<file path="src/rtl/count_tick_controller.sv">
// Run/pause/step sequencer producing single-cycle count enables at one of two
// programmable rates, entirely within the clk_in domain.
module count_tick_controller #(
  parameter int unsigned SLOW_DIV = 49999999,
  parameter int unsigned FAST_DIV = 4999,
  parameter int unsigned CNT_W    = 32
) (
  input  logic        clk_in,
  input  logic        rst,
  input  logic        start,
  input  logic        stop,
  input  logic        step,
  input  logic        fast_sel,
  output logic        tick,
  output logic [1:0]  state,
  output logic        running,
  output logic [15:0] tick_cnt
);

  typedef enum logic [1:0] {
    IDLE  = 2'b00,
    RUN   = 2'b01,
    PAUSE = 2'b10
  } state_t;

  localparam logic [CNT_W-1:0] SLOW_LIM = CNT_W'(SLOW_DIV);
  localparam logic [CNT_W-1:0] FAST_LIM = CNT_W'(FAST_DIV);

  state_t           state_reg, state_next;
  logic [CNT_W-1:0] cnt_reg, cnt_next;
  logic             fast_q_reg;
  logic             tick_reg, tick_next;
  logic [15:0]      tick_cnt_reg, tick_cnt_next;

  logic [CNT_W-1:0] limit;
  logic             rate_chg;

  assign limit    = fast_sel ? FAST_LIM : SLOW_LIM;
  assign rate_chg = (fast_sel != fast_q_reg);

  always_ff @(posedge clk_in or negedge rst) begin
    if (!rst) begin
      state_reg    <= IDLE;
      cnt_reg      <= '0;
      fast_q_reg   <= 1'b0;
      tick_reg     <= 1'b0;
      tick_cnt_reg <= '0;
    end else begin
      state_reg    <= state_next;
      cnt_reg      <= cnt_next;
      fast_q_reg   <= fast_sel;
      tick_reg     <= tick_next;
      tick_cnt_reg <= tick_cnt_next;
    end
  end

  // Prescaler action follows the current state, so a stop on the terminal
  // count still lets that tick out.
  always_comb begin
    state_next    = state_reg;
    cnt_next      = cnt_reg;
    tick_next     = 1'b0;
    tick_cnt_next = tick_cnt_reg;
    case (state_reg)
      IDLE: begin
        cnt_next = '0;
        if (stop) begin
          state_next = IDLE;
        end else if (start) begin
          state_next = RUN;
        end else if (step) begin
          tick_next = 1'b1;
        end
      end
      RUN: begin
        if (stop) begin
          state_next = PAUSE;
        end
        if (rate_chg) begin
          cnt_next = '0;
        end else if (cnt_reg == limit) begin
          cnt_next  = '0;
          tick_next = 1'b1;
        end else begin
          cnt_next = cnt_reg + 1'b1;
        end
      end
      PAUSE: begin
        if (stop) begin
          state_next    = IDLE;
          cnt_next      = '0;
          tick_cnt_next = '0;
        end else if (start) begin
          state_next = RUN;
        end else if (step) begin
          tick_next = 1'b1;
        end
        if (rate_chg) begin
          cnt_next = '0;
        end
      end
      default: begin
        state_next = IDLE;
        cnt_next   = '0;
      end
    endcase
    if (tick_next) begin
      tick_cnt_next = tick_cnt_reg + 16'd1;
    end
  end

  assign tick     = tick_reg;
  assign state    = state_reg;
  assign running  = (state_reg == RUN);
  assign tick_cnt = tick_cnt_reg;

endmodule

</file>
<file path="config.mk">
export PLATFORM = sky130hd
export DESIGN_NAME = count_tick_controller
export DESIGN_NICKNAME = d
export VERILOG_FILES = /design/src/rtl/count_tick_controller.sv
export SDC_FILE = /design/constraint.sdc
export NUM_CORES = 1
export LEC_CHECK = 0
export BUFFER_PORTS_ARGS = -buffer_cell sky130_fd_sc_hd__buf_4
export CORE_MARGIN = 2
export CORE_UTILIZATION = 40
export DETAILED_ROUTE_END_ITERATION = 10
export PLACE_DENSITY = 0.59
export SLEW_MARGIN = 10
export SYNTH_ARGS = -nofsm -noshare
export SYNTH_HDL_FRONTEND = slang
export SYNTH_SLANG_ARGS = --single-unit
export TNS_END_PERCENT = 10
</file>
<file path="constraint.sdc">
create_clock -name clk_in -period 2.7 [get_ports clk_in]
set_input_delay 0.27 -clock clk_in [delete_from_list [all_inputs] [get_ports clk_in]]
set_output_delay 0.27 -clock clk_in [all_outputs]
set_load 0.005 [all_outputs]
</file>
# Word-level counts from Yosys, hierarchy flattened

Cells that the tools add are included.

Muxes and demuxes: 19
Reductions and logical operators: 6
Equality and inequality tests: 7
$add $sub $neg: 2

Operators with widths:

| cell                                                  | number |
|---|---|
| two-way mux 32 bit                                    | 4 |
| one-hot mux 32 bit (2 select lines)                   | 1 |
| two-way mux 16 bit                                    | 3 |
| adder 32 x 1 -> 32 bit, second input constant         | 1 |
| equality test 32 x 26 -> 1 bit                        | 1 |
| two-way mux 26 bit                                    | 1 |
| adder 16 x 1 -> 16 bit, second input constant         | 1 |
| two-way mux 2 bit                                     | 3 |
| two-way mux 1 bit                                     | 5 |
| one-hot mux 2 bit (2 select lines)                    | 1 |
| AND reduction 2 bit                                   | 2 |
| nonzero test 2 bit                                    | 2 |
| inequality test 3 x 1 -> 1 bit, second input constant | 1 |
| inequality test 3 bit, second input constant          | 1 |
| equality test 2 x 1 -> 1 bit, second input constant   | 1 |
| equality test 2 bit, second input constant            | 1 |
| zero test 2 bit                                       | 1 |
| inequality test 2 bit, second input constant          | 1 |
| one-hot mux 1 bit (2 select lines)                    | 1 |
| OR reduction 2 bit                                    | 1 |
| inequality test 1 bit                                 | 1 |

Input bits: 6
Bits in registers: 52

# Logic depth before layout (Yosys ltp)

Gate-level depths: netlist of the first run.

Depth in word-level cells: 7
Mapped depth: 9

# Worst setup path before layout of the first run

Ideal clock, no wire load.

Path type: register to register
Start point: register cnt_reg[4]
End point: register tick_cnt_reg[2], in the netlist tick_cnt[2]
Buffers on the path: 2
Period minus slack after synthesis: 2,269 ps
Arrival time: 2,145 ps
Slack: 431 ps
Cell stages (with the launch flop): 9
Data required time: 2,576 ps
Setup time: 124 ps
Path through: dfrtp_1 -> nand2b_1 -> or4_4 -> a211oi_4 -> a31oi_4 -> and2_4 -> buf_6 -> buf_6 -> a211o_1

Cells in the longest elaborated chain, start to end: 6
Elaborated cells on any way between the ends: 8

Ends and longest elaborated chain:

| what                                 | RTL line | text |
|---|---|---|
| start: declaration                   | 30       | `logic [CNT_W-1:0] cnt_reg, cnt_next;` |
| start signal: assignment             | 50       | `cnt_reg <= cnt_next;` |
| equality test 32 x 26 -> 1 bit *     | 81       | `end else if (cnt_reg == limit) begin` |
| two-way mux 1 bit *                  | 81       |  |
| two-way mux 1 bit *                  | 79       | `if (rate_chg) begin` |
| one-hot mux 1 bit (2 select lines) * | 64       | `case (state_reg)` |
| nonzero test 2 bit (no source line)  | -        |  |
| AND reduction 2 bit (no source line) | -        |  |
| end signal: assignment               | 53       | `tick_cnt_reg <= tick_cnt_next;` |
| end: declaration                     | 33       | `logic [15:0] tick_cnt_reg, tick_cnt_next;` |

Every way passes the cells marked *; elsewhere a longest branch is shown, timed or not.
A chain may end at the register's enable or synchronous reset.

# Worst setup path after layout of the first run

Start point: register cnt_reg[20]
End point: register cnt_reg[11]

Cells in the longest elaborated chain, start to end: 4

Ends and longest elaborated chain:

| what                                | RTL line |
|---|---|
| equality test 32 x 26 -> 1 bit      | 81 |
| two-way mux 32 bit                  | 81 |
| two-way mux 32 bit                  | 79 |
| one-hot mux 32 bit (2 select lines) | 64 |

No other way between the ends.

==> results of run 1 <==
==> worst reg2reg max path, cell delays in order (launching register included) <==
cell	delay [ns]
dfrtp_1	0.47
nand4_1	0.15
o31ai_1	0.80
a21oi_4	0.35
buf_4	0.27
a21o_1	0.16
a22o_1	0.17
==> power by group through the flow <==
| stage | registers, mW | logic, mW | clock network [mW] |
|---|---|---|---|
| after floorplan | 0.863 | 0.0975 | 0 |
| after global placement | 0.869 | 0.185 | 0 |
| after detailed placement | 0.871 | 0.185 | 0 |
| after CTS | 0.855 | 0.186 | 0.562 |
| after global routing | 0.862 | 0.204 | 0.592 |
| final | 0.856 | 0.182 | 0.544 |
==> per-stage QoR <==
step	cells	util	worst slack, ns	hold WS, ns	power, mW
after floorplan	336	-	0.4311	-0.02559	0.9601
after global placement	450	0.4520	0.1629	0.3568	1.053
after detailed placement	450	0.4520	0.1273	0.3526	1.056
after CTS	458	0.4673	0.1072	0.01099	1.603
after global routing	460	0.4694	-0.005846	0.03300	1.659
final	460	0.4694	0.2113	-0.02450	1.582
==> final cells by class <==
| class | count | area [um2] | area share |
|---|---|---|---|
| multi-input combinational | 257 | 1568 | 0.4605 |
| sequential | 52 | 1301 | 0.3822 |
| timing repair buffer | 36 | 270.3 | 0.07938 |
| tap | 99 | 123.9 | 0.03638 |
| clock buffer | 5 | 68.82 | 0.02021 |
| clock inverter | 3 | 42.54 | 0.01250 |
| inverter | 8 | 30.03 | 0.008820 |
==> cells by family (layout without fill, tap and decap cells) <==
group	Yosys count	count (layout)
and+or+nand+nor	163	163
AOI/OAI and AO/OA	88	88
xor gates and xnor gates	2	2
adders and majority gates	2	2
DFF	52	52
muxes	2	2
buffers and inverters	27	52
==> per-layer routing <==
layer  wire (um)  vias up  global-route usage
met1        3252     1287              0.2409
met4          59        0             0.04872
met2        3466       64              0.3033
met5           0        -                   0
met3         308        4             0.02838
li1            -     1310                   -
==> final timing paths <==
kind | from | to | slack, ns | cells after the start
worst min-delay path | rst | tick_cnt[15] | -0.02 | 1
min in group clk_in | fast_sel | fast_q_reg | 0.13 | 1
worst max register to register | cnt_reg[20] | cnt_reg[11] | 0.21 | 6
max in group asynchronous | rst | cnt_reg[19] | 2.27 | 1
worst max-delay path | cnt_reg[20] | cnt_reg[11] | 0.21 | 6
worst min register to register | cnt_reg[30] | cnt_reg[30] | 0.52 | 1
==> placed cells by master (no fill, tap or decap), drive strengths merged, types with 4 or more instances in the layout <==
cell type / count
a211o: 12
a21o: 6
a21oi: 18
a31oi: 22
and2: 5
and3: 17
buf: 36
clkbuf: 5
dfrtp: 52
inv: 8
nand2: 38
nand2b: 5
nand3: 23
nand4: 12
nor2: 17
nor3: 17
nor4b: 4
o21ai: 13
or2: 4
==> repair_timing <==
item,in CTS,in global routing
gates resized for setup,0,0
hold buffers,0,0
setup buffers,0,2
endpoints found under the setup margin,0,2
==> impl_metrics.csv, run 1 <==
group,metric,value,unit
outcome,status,"finished with violations",
outcome,violations,"negative hold slack",
worst_setup_path,critPathLaunchType,"flop",
route,drt-pass1-iter-count,4,
floorplan,die_w,90.37,um
floorplan,core,7253,um2
route,drt_iter0_drc,161,
final_layout,largest_register_ffs,32,
timing,holdWs,-0.02450,ns
pwr,p_int,1.174,mW
route,totalWireLength,7.086,mm
timing,maxSlewViolCount,0,
timing,fin_tns_setup,0,ns
synth,synthTopCellsByArea,"dfrtp_1 (44%), nand2_1 (4.8%), a31oi_1 (4.4%)",
global_routing,antenna_found_initial,0,
worst_setup_path,critPathBufInv,1,
synth,ys_async_sr_fraction,1.000,
worst_setup_path,crit_chain,"nand4_1 > o31ai_1 > a21oi_4 > buf_4 > a21o_1 > a22o_1",
timing,fin_crit_sh,0.9218,
timing,clock.fmax,401.8,MHz
final_layout,drive_gt1_frac,0.1607,
synth,synth_nets,344,
synth,synth_xor_area_frac,0.005870,
pwr,ir_drop,0.0002883,V
timing,fin_crit,2.489,ns
job,max-cap-violations,0,
worst_setup_path,cpMaxStageDelayCell,"o31ai_1",
clock_network,max-clock-path-buffers,2,
clock_network,cts_max_level,2,
final_layout,fin_area,3405,um2
synth,muxShareOfSynthArea,0.007128,
synth,ys_warn_count,0,
clock_network,tritoncts,"yes",
synth,synth_flop_cell,"dfrtp_1",
place,gp_congestion,0.8587,
pwr,powerDensity,464.8,nW/um2
route,route.antenna.remaining_nets,0,
synth,synth_top_family_by_area,"simple AND/OR/NAND/NOR gates",
clock_network,clockRootBuffer,"clkbuf_8",
synth,synth.avg_cell_area,8.881,um2
global_routing,overflow,0,
synth,yosys.area_share.simple,0.2960,
final_layout,num_antenna_cells,0,
floorplan,rows,31,
place,dpl-instance-area,3278,um2
floorplan,ioPinCount,26,
final_layout,fin_nets,368,
worst_setup_path,max_stage_delay,0.80,ns
synth,synth_compound_area_frac,0.2042,
worst_setup_path,crit_family,"compound AO/OA/AOI/OAI gates",
synth,synth_largest_area_cell,"dfrtp_1",
worst_hold_path,hold_path_class,"in2async",
global_routing,grt_max_degree,53,
floorplan,die_h,90.37,um
final_layout,area_growth_syn_to_layout,14.09,%
clock_network,numCtsBuffers,5,
synth,synth_edf_count,0,
route,remaining_drc_errors,0,
synth,synth_cells,336,
pwr,switching_share,0.2578,
synth,synthAdderAreaFrac,0.008386,
clock_network,clkLatencyLatePin,0.31,ns
pwr,comb_power_share,0.115,
worst_setup_path,worstSetupPathType,"reg2reg",
pwr,p_seq_frac,0.541,
synth,ys_types,52,
synth,yosysSeqAreaShare,0.4361,
timing,worst_pin_slew,0.9202,ns
route,num_vias,2665,
pwr,p_leak,1.524,nW
synth,ys_seq_elements,52,
clock_network,clock_sinks,52,
timing,hold_violations,16,
route,drt-wirelength-per-cell,15.40,um
worst_setup_path,cp-end-kind,"flop",
final_layout,nFillCells,724,
synth,synthesis.area,2984,um2
global_routing,grt_pass1_vias,2442,
timing,skew,0.009370,ns
route,viasPerCell,5.793,
pwr,clockPowerShare,0.344,
synth,yosysMostFrequentCell,"dfrtp_1",
global_routing,grt_use_total,0.1798,
synth,yosysTopAreaCellShare,0.4361,
timing,max-slew-margin-rel,0.3813,
worst_setup_path,cp_max_fo,27,
place,hpwl,4.850,mm
pwr,switching_power,0.4080,mW
floorplan,die_area,8167,um2
synth,ys_top_cells_by_count,"dfrtp_1 (52), nand2_1 (38), nand3_1 (23)",
place,place.port_buffers,25,
worst_setup_path,cp.required,2.90,ns
floorplan,start_util,0.4114,
worst_setup_path,arrival,2.69,ns
timing,finalSetupViolations,0,
clock_network,clkTransAtPathRegs,0.10,ns
global_routing,grt_pass1_wl,12.14,mm
No activity file was read; power rests on OpenSTA's default activity.
==> run 2: changes to the inputs <==
--- a/config.mk
+++ b/config.mk
@@ -10,6 +10,7 @@
 export CORE_UTILIZATION = 40
 export DETAILED_ROUTE_END_ITERATION = 10
 export PLACE_DENSITY = 0.59
+export REMOVE_ABC_BUFFERS = 1
 export SLEW_MARGIN = 10
 export SYNTH_ARGS = -nofsm -noshare
 export SYNTH_HDL_FRONTEND = slang
==> impl_metrics.csv, run 2 (synthesized netlist as in run 1, its figures left out) <==
group,metric,value,unit
outcome,status,"finished with violations",
outcome,violations,"negative hold slack",
route,wl_met2,3.096,mm
place,hpwl,4.655,mm
final_layout,area_growth_syn_to_layout,13.84,%
worst_setup_path,r2r_cells,7,
clock_network,clock_sinks,52,
clock_network,cts_resized,0,
floorplan,die_h,90.37,um
worst_setup_path,critPathLaunchType,"flop",
clock_network,clkLatencyLatePin,0.30,ns
route,routed.top_layer,"met4",
place,place.port_buffers,25,
route,route.antenna.remaining_nets,0,
floorplan,start_util,0.4114,
floorplan,rows,31,
global_routing,grt_pass1_vias,2462,
floorplan,die_w,90.37,um
place,gp_congestion,0.8144,
route,drt_iter0_drc,199,
timing,max-slew-margin-rel,0.3803,
final_layout,drive_gt1_frac,0.1583,
clock_network,clockRootBuffer,"clkbuf_8",
timing,holdWs,-0.008315,ns
timing,clock.fmax,400.9,MHz
timing,rsz0062_at_grt,"no",
pwr,switching_share,0.2529,
route,drt-pass1-iter-count,4,
clock_network,hold_buffers,0,
pwr,ir_drop,0.0004448,V
job,max-cap-violations,0,
pwr,p_seq_frac,0.544,
pwr,comb_power_share,0.117,
clock_network,cts_max_level,2,
worst_setup_path,worstSetupPathType,"reg2reg",
global_routing,antenna_found_initial,0,
place,placedCellCount,451,
worst_setup_path,arrival,2.69,ns
final_layout,fin_nets,367,
clock_network,clkTransAtPathRegs,0.10,ns
timing,worst_pin_slew,0.9216,ns
worst_setup_path,cp.required,2.90,ns
timing,fin_crit,2.494,ns
clock_network,numCtsBuffers,5,
route,drt-wirelength-per-cell,14.81,um
final_layout,register_area,1301,um2
final_layout,largest_register_ffs,32,
worst_setup_path,cp_max_fo,38,
pwr,switching_power,0.3977,mW
final_layout,layout_commonest_cell,"dfrtp_1",
final_layout,stdcell_count,459,
clock_network,tritoncts,"yes",
final_layout,multi_input_area,1568,um2
final_layout,nFillCells,706,
route,viasPerCell,5.678,
global_routing,grt_use_total,0.1764,
floorplan,ioPinCount,26,
clock_network,post_cts_buffers,0,
route,wl_met1,3.380,mm
route,num_vias,2606,
route,totalWireLength,6.796,mm
route,routed-wl-met3,217,um
pwr,p_leak,1.519,nW
floorplan,die_area,8167,um2
global_routing,grt_pass1_wl,11.98,mm
timing,skew,0.01378,ns
timing,hold_violations,16,
timing,maxSlewViolCount,0,
timing,fin_crit_sh,0.9238,
final_layout,num_antenna_cells,0,
timing,finalSetupViolations,0,
worst_hold_path,hold_path_class,"in2async",
worst_setup_path,cp-end-kind,"flop",
pwr,finalPower,1.572,mW
floorplan,core,7253,um2
clock_network,max-clock-path-buffers,2,
pwr,p_int,1.175,mW
final_layout,mostFrequentLayoutCells,"dfrtp_1 (52), nand2_1 (38), buf_4 (35)",
global_routing,grt_max_degree,53,
global_routing,overflow,0,
final_layout,fin_util,0.4683,
pwr,powerDensity,462.9,nW/um2
route,remaining_drc_errors,0,
pwr,clockPowerShare,0.340,
-- run 2: changes by cell type in the layout (fill, tap and decap cells not counted), sizes merged --
cell  before  now
buf       36   35
-- run 2: metrics by stage --
| step | worst slack, ns | instance area [um2] | hold WS [ns] | setup TNS [ns] |
|---|---|---|---|---|
| after CTS | 0.2165 | 3397 | 0.01796 | 0 |
| after global routing | 0.02271 | 3397 | 0.03471 | 0 |
| after floorplan | -0.6673 | 2888 | -0.02559 | -15.72 |
| final | 0.2056 | 3397 | -0.008315 | 0 |
| after global placement | 0.2741 | 3286 | 0.3551 | 0 |
| after detailed placement | 0.2253 | 3286 | 0.3547 | 0 |
-- run 2: power groups by stage --
stage	sequential, mW	combinational (mW)	clock (mW)
after global routing	0.863	0.208	0.593
after detailed placement	0.870	0.188	0
after floorplan	0.864	0.0892	0
final	0.855	0.183	0.534
after CTS	0.855	0.188	0.557
after global placement	0.868	0.184	0
-- run 2: cell type report --
class | count | area share
repair buffers | 35 | 0.07735
multi-input cells | 257 | 0.4615
clock inverters | 3 | 0.01252
flip-flops and latches | 52 | 0.3831
well taps | 99 | 0.03646
clock buffers | 5 | 0.02026
inverters | 8 | 0.008840
-- run 2: metal layers --
metal / GRT usage / vias up
li1: - / 1306
met1: 0.2440 / 1243
met2: 0.2845 / 49
met3: 0.03422 / 8
met4: 0.04615 / 0
met5: 0 / -
-- run 2: path summary, 6_finish.rpt --
| path | from | to | slack, ns |
|---|---|---|---|
| max | cnt_reg[1] | cnt_reg[17] | 0.21 |
| min | rst | tick_cnt[2] | -0.008 |
| max reg2reg | cnt_reg[1] | cnt_reg[17] | 0.21 |
| min reg2reg | cnt_reg[30] | cnt_reg[30] | 0.51 |
| max in group asynchronous | rst | cnt_reg[4] | 2.26 |
| min in group clk_in | fast_sel | fast_q_reg | 0.14 |
-- run 2: worst max-delay path, cell delays in order, from the launching register on --
cell      delay (ns)
dfrtp_1         0.41
ha_1            0.27
nor4bb_1        0.24
nand4_1         0.22
a211oi_4        0.40
a21oi_4         0.31
and3_1          0.29
a221o_1         0.26
==> run 3: changes to the inputs <==
--- a/config.mk
+++ b/config.mk
@@ -6,8 +6,10 @@
 export NUM_CORES = 1
 export LEC_CHECK = 0
 export BUFFER_PORTS_ARGS = -buffer_cell sky130_fd_sc_hd__buf_4
+export CORE_ASPECT_RATIO = 0.75
 export CORE_MARGIN = 2
 export CORE_UTILIZATION = 40
+export CTS_CLUSTER_DIAMETER = 200
 export DETAILED_ROUTE_END_ITERATION = 10
 export PLACE_DENSITY = 0.59
 export REMOVE_ABC_BUFFERS = 1
==> impl_metrics.csv, run 3 (synthesized netlist as in run 1, its figures left out) <==
group,metric,value,unit
clock_network,tritoncts,"yes",
final_layout,register_area,1301,um2
route,viasPerCell,5.715,
global_routing,grt_max_degree,53,
clock_network,clkTransAtPathRegs,0.10,ns
route,route.antenna.remaining_nets,0,
clock_network,cts_max_level,2,
timing,rsz0062_at_grt,"no",
timing,holdWs,-0.02140,ns
timing,maxSlewViolCount,0,
pwr,ir_drop,0.0002578,V
route,num_vias,2623,
final_layout,layout_commonest_cell,"dfrtp_1",
floorplan,die_w,103.7,um
clock_network,cts_resized,0,
clock_network,max-clock-path-buffers,2,
worst_setup_path,worstSetupPathType,"reg2reg",
route,drt-wirelength-per-cell,15.60,um
timing,finalSetupViolations,0,
global_routing,grt_pass1_wl,12.04,mm
final_layout,num_antenna_cells,0,
final_layout,stdcell_count,459,
floorplan,start_util,0.4090,
route,drt_iter0_drc,176,
global_routing,grt_pass1_vias,2382,
worst_setup_path,crit_family,"compound AO/OA/AOI/OAI gates",
worst_hold_path,hold_path_class,"in2async",
floorplan,die_area,8174,um2
timing,max-slew-margin-rel,0.4358,
clock_network,hold_buffers,0,
outcome,violations,"negative hold slack",
clock_network,clockRootBuffer,"clkbuf_8",
pwr,p_leak,1.525,nW
route,totalWireLength,7.159,mm
job,max-cap-violations,0,
final_layout,nFillCells,717,
place,placedCellCount,452,
worst_setup_path,max_stage_delay,0.42,ns
timing,hold_violations,15,
route,drt-pass1-iter-count,5,
final_layout,drive_gt1_frac,0.1536,
final_layout,mostFrequentLayoutCells,"dfrtp_1 (52), nand2_1 (38), buf_4 (33)",
place,hpwl,4.917,mm
clock_network,clkLatencyLatePin,0.31,ns
timing,fin_crit_sh,0.9266,
place,pre_cts_slack,0.1630,ns
outcome,status,"finished with violations",
timing,fin_crit,2.502,ns
global_routing,antenna_found_initial,0,
worst_setup_path,critPathBufInv,0,
final_layout,largest_register_ffs,32,
global_routing,overflow,0,
final_layout,fin_area,3422,um2
place,place.port_buffers,25,
place,gp_congestion,0.8947,
route,remaining_drc_errors,0,
global_routing,grt_use_total,0.1813,
final_layout,area_growth_syn_to_layout,14.67,%
clock_network,clock_sinks,52,
timing,fin_tns_setup,0,ns
floorplan,ioPinCount,26,
pwr,powerDensity,487.8,nW/um2
timing,worst_pin_slew,0.8392,ns
worst_setup_path,arrival,2.70,ns
worst_setup_path,critPathLaunchType,"flop",
worst_setup_path,crit_chain,"ha_1 > nor4bb_1 > nand4_1 > a211oi_4 > a21oi_4 > and3_1 > a221o_1",
place,dpl-instance-area,3293,um2
timing,skew,0.006883,ns
clock_network,numCtsBuffers,5,
worst_setup_path,cp_max_fo,33,
timing,clock.fmax,399.7,MHz
timing,layout_setup_ws,0.1980,ns
worst_setup_path,cp.required,2.89,ns
worst_setup_path,cpMaxStageDelayCell,"dfrtp_1",
worst_setup_path,cp-end-kind,"flop",
final_layout,fin_nets,366,
floorplan,die_h,78.80,um
clock_network,post_cts_buffers,0,
floorplan,rows,27,
floorplan,core,7297,um2
final_layout,multi_input_area,1568,um2
run 3: cell types whose count changed in the layout (fill, tap and decap cells not counted):
cell	change
clkinv_2	-1
buf_12	+1
buf_4	-2
bufinv_16	+1
clkinvlp_4	-1
run 3: worst register-to-register path, stage by stage, from the launching register on:
cell and delay (ns):
dfrtp_1 0.42, ha_1 0.27, nor4bb_1 0.29, nand4_1 0.21
a211oi_4 0.37, a21oi_4 0.28, and3_1 0.31, a221o_1 0.25
run 3: path summary, 6_finish.rpt:
| path | start | end | slack (ns) | depth (start not counted) |
|---|---|---|---|---|
| max | cnt_reg[1] | cnt_reg[17] | 0.20 | 7 |
| min in group clk_in | fast_sel | fast_q_reg | 0.13 | 1 |
| min reg2reg | tick_cnt[15] | tick_cnt[15] | 0.52 | 1 |
| min | rst | tick_cnt[2] | -0.02 | 1 |
| max in group asynchronous | rst | cnt_reg[25] | 2.25 | 1 |
| max reg2reg | cnt_reg[1] | cnt_reg[17] | 0.20 | 7 |
run 3: through the flow:
stage	total power, mW	utilization	hold WS [ns]
global route	1.742	0.4690	0.04154
global placement	1.056	0.4513	0.3588
floorplan	0.9528	-	-0.02559
finish	1.669	0.4690	-0.02140
CTS	1.688	0.4690	0.01682
detailed placement	1.059	0.4513	0.3576
run 3: area by class of cell:
class,count,share of cell area
clock buffer,5,0.02011
clock inverter,2,0.01755
inverter,8,0.008775
multi-input combinational,257,0.4581
sequential,52,0.3803
tap,101,0.03693
timing repair buffer,34,0.07825
run 3: power by group:
| group | total (mW) | internal (mW) | switching [mW] |
|---|---|---|---|
| sequential | 0.853 | 0.810 | 0.0429 |
| combinational | 0.189 | 0.0917 | 0.0973 |
| clock | 0.627 | 0.365 | 0.262 |
| total | 1.67 | 1.27 | 0.402 |
run 3: layer usage:
layer,global-route usage,wire length (um),vias up
li1,-,-,1310
met1,0.2810,3882,1249
met2,0.2570,2908,57
met3,0.03120,304,7
met4,0.05270,63,0
met5,0,0,-
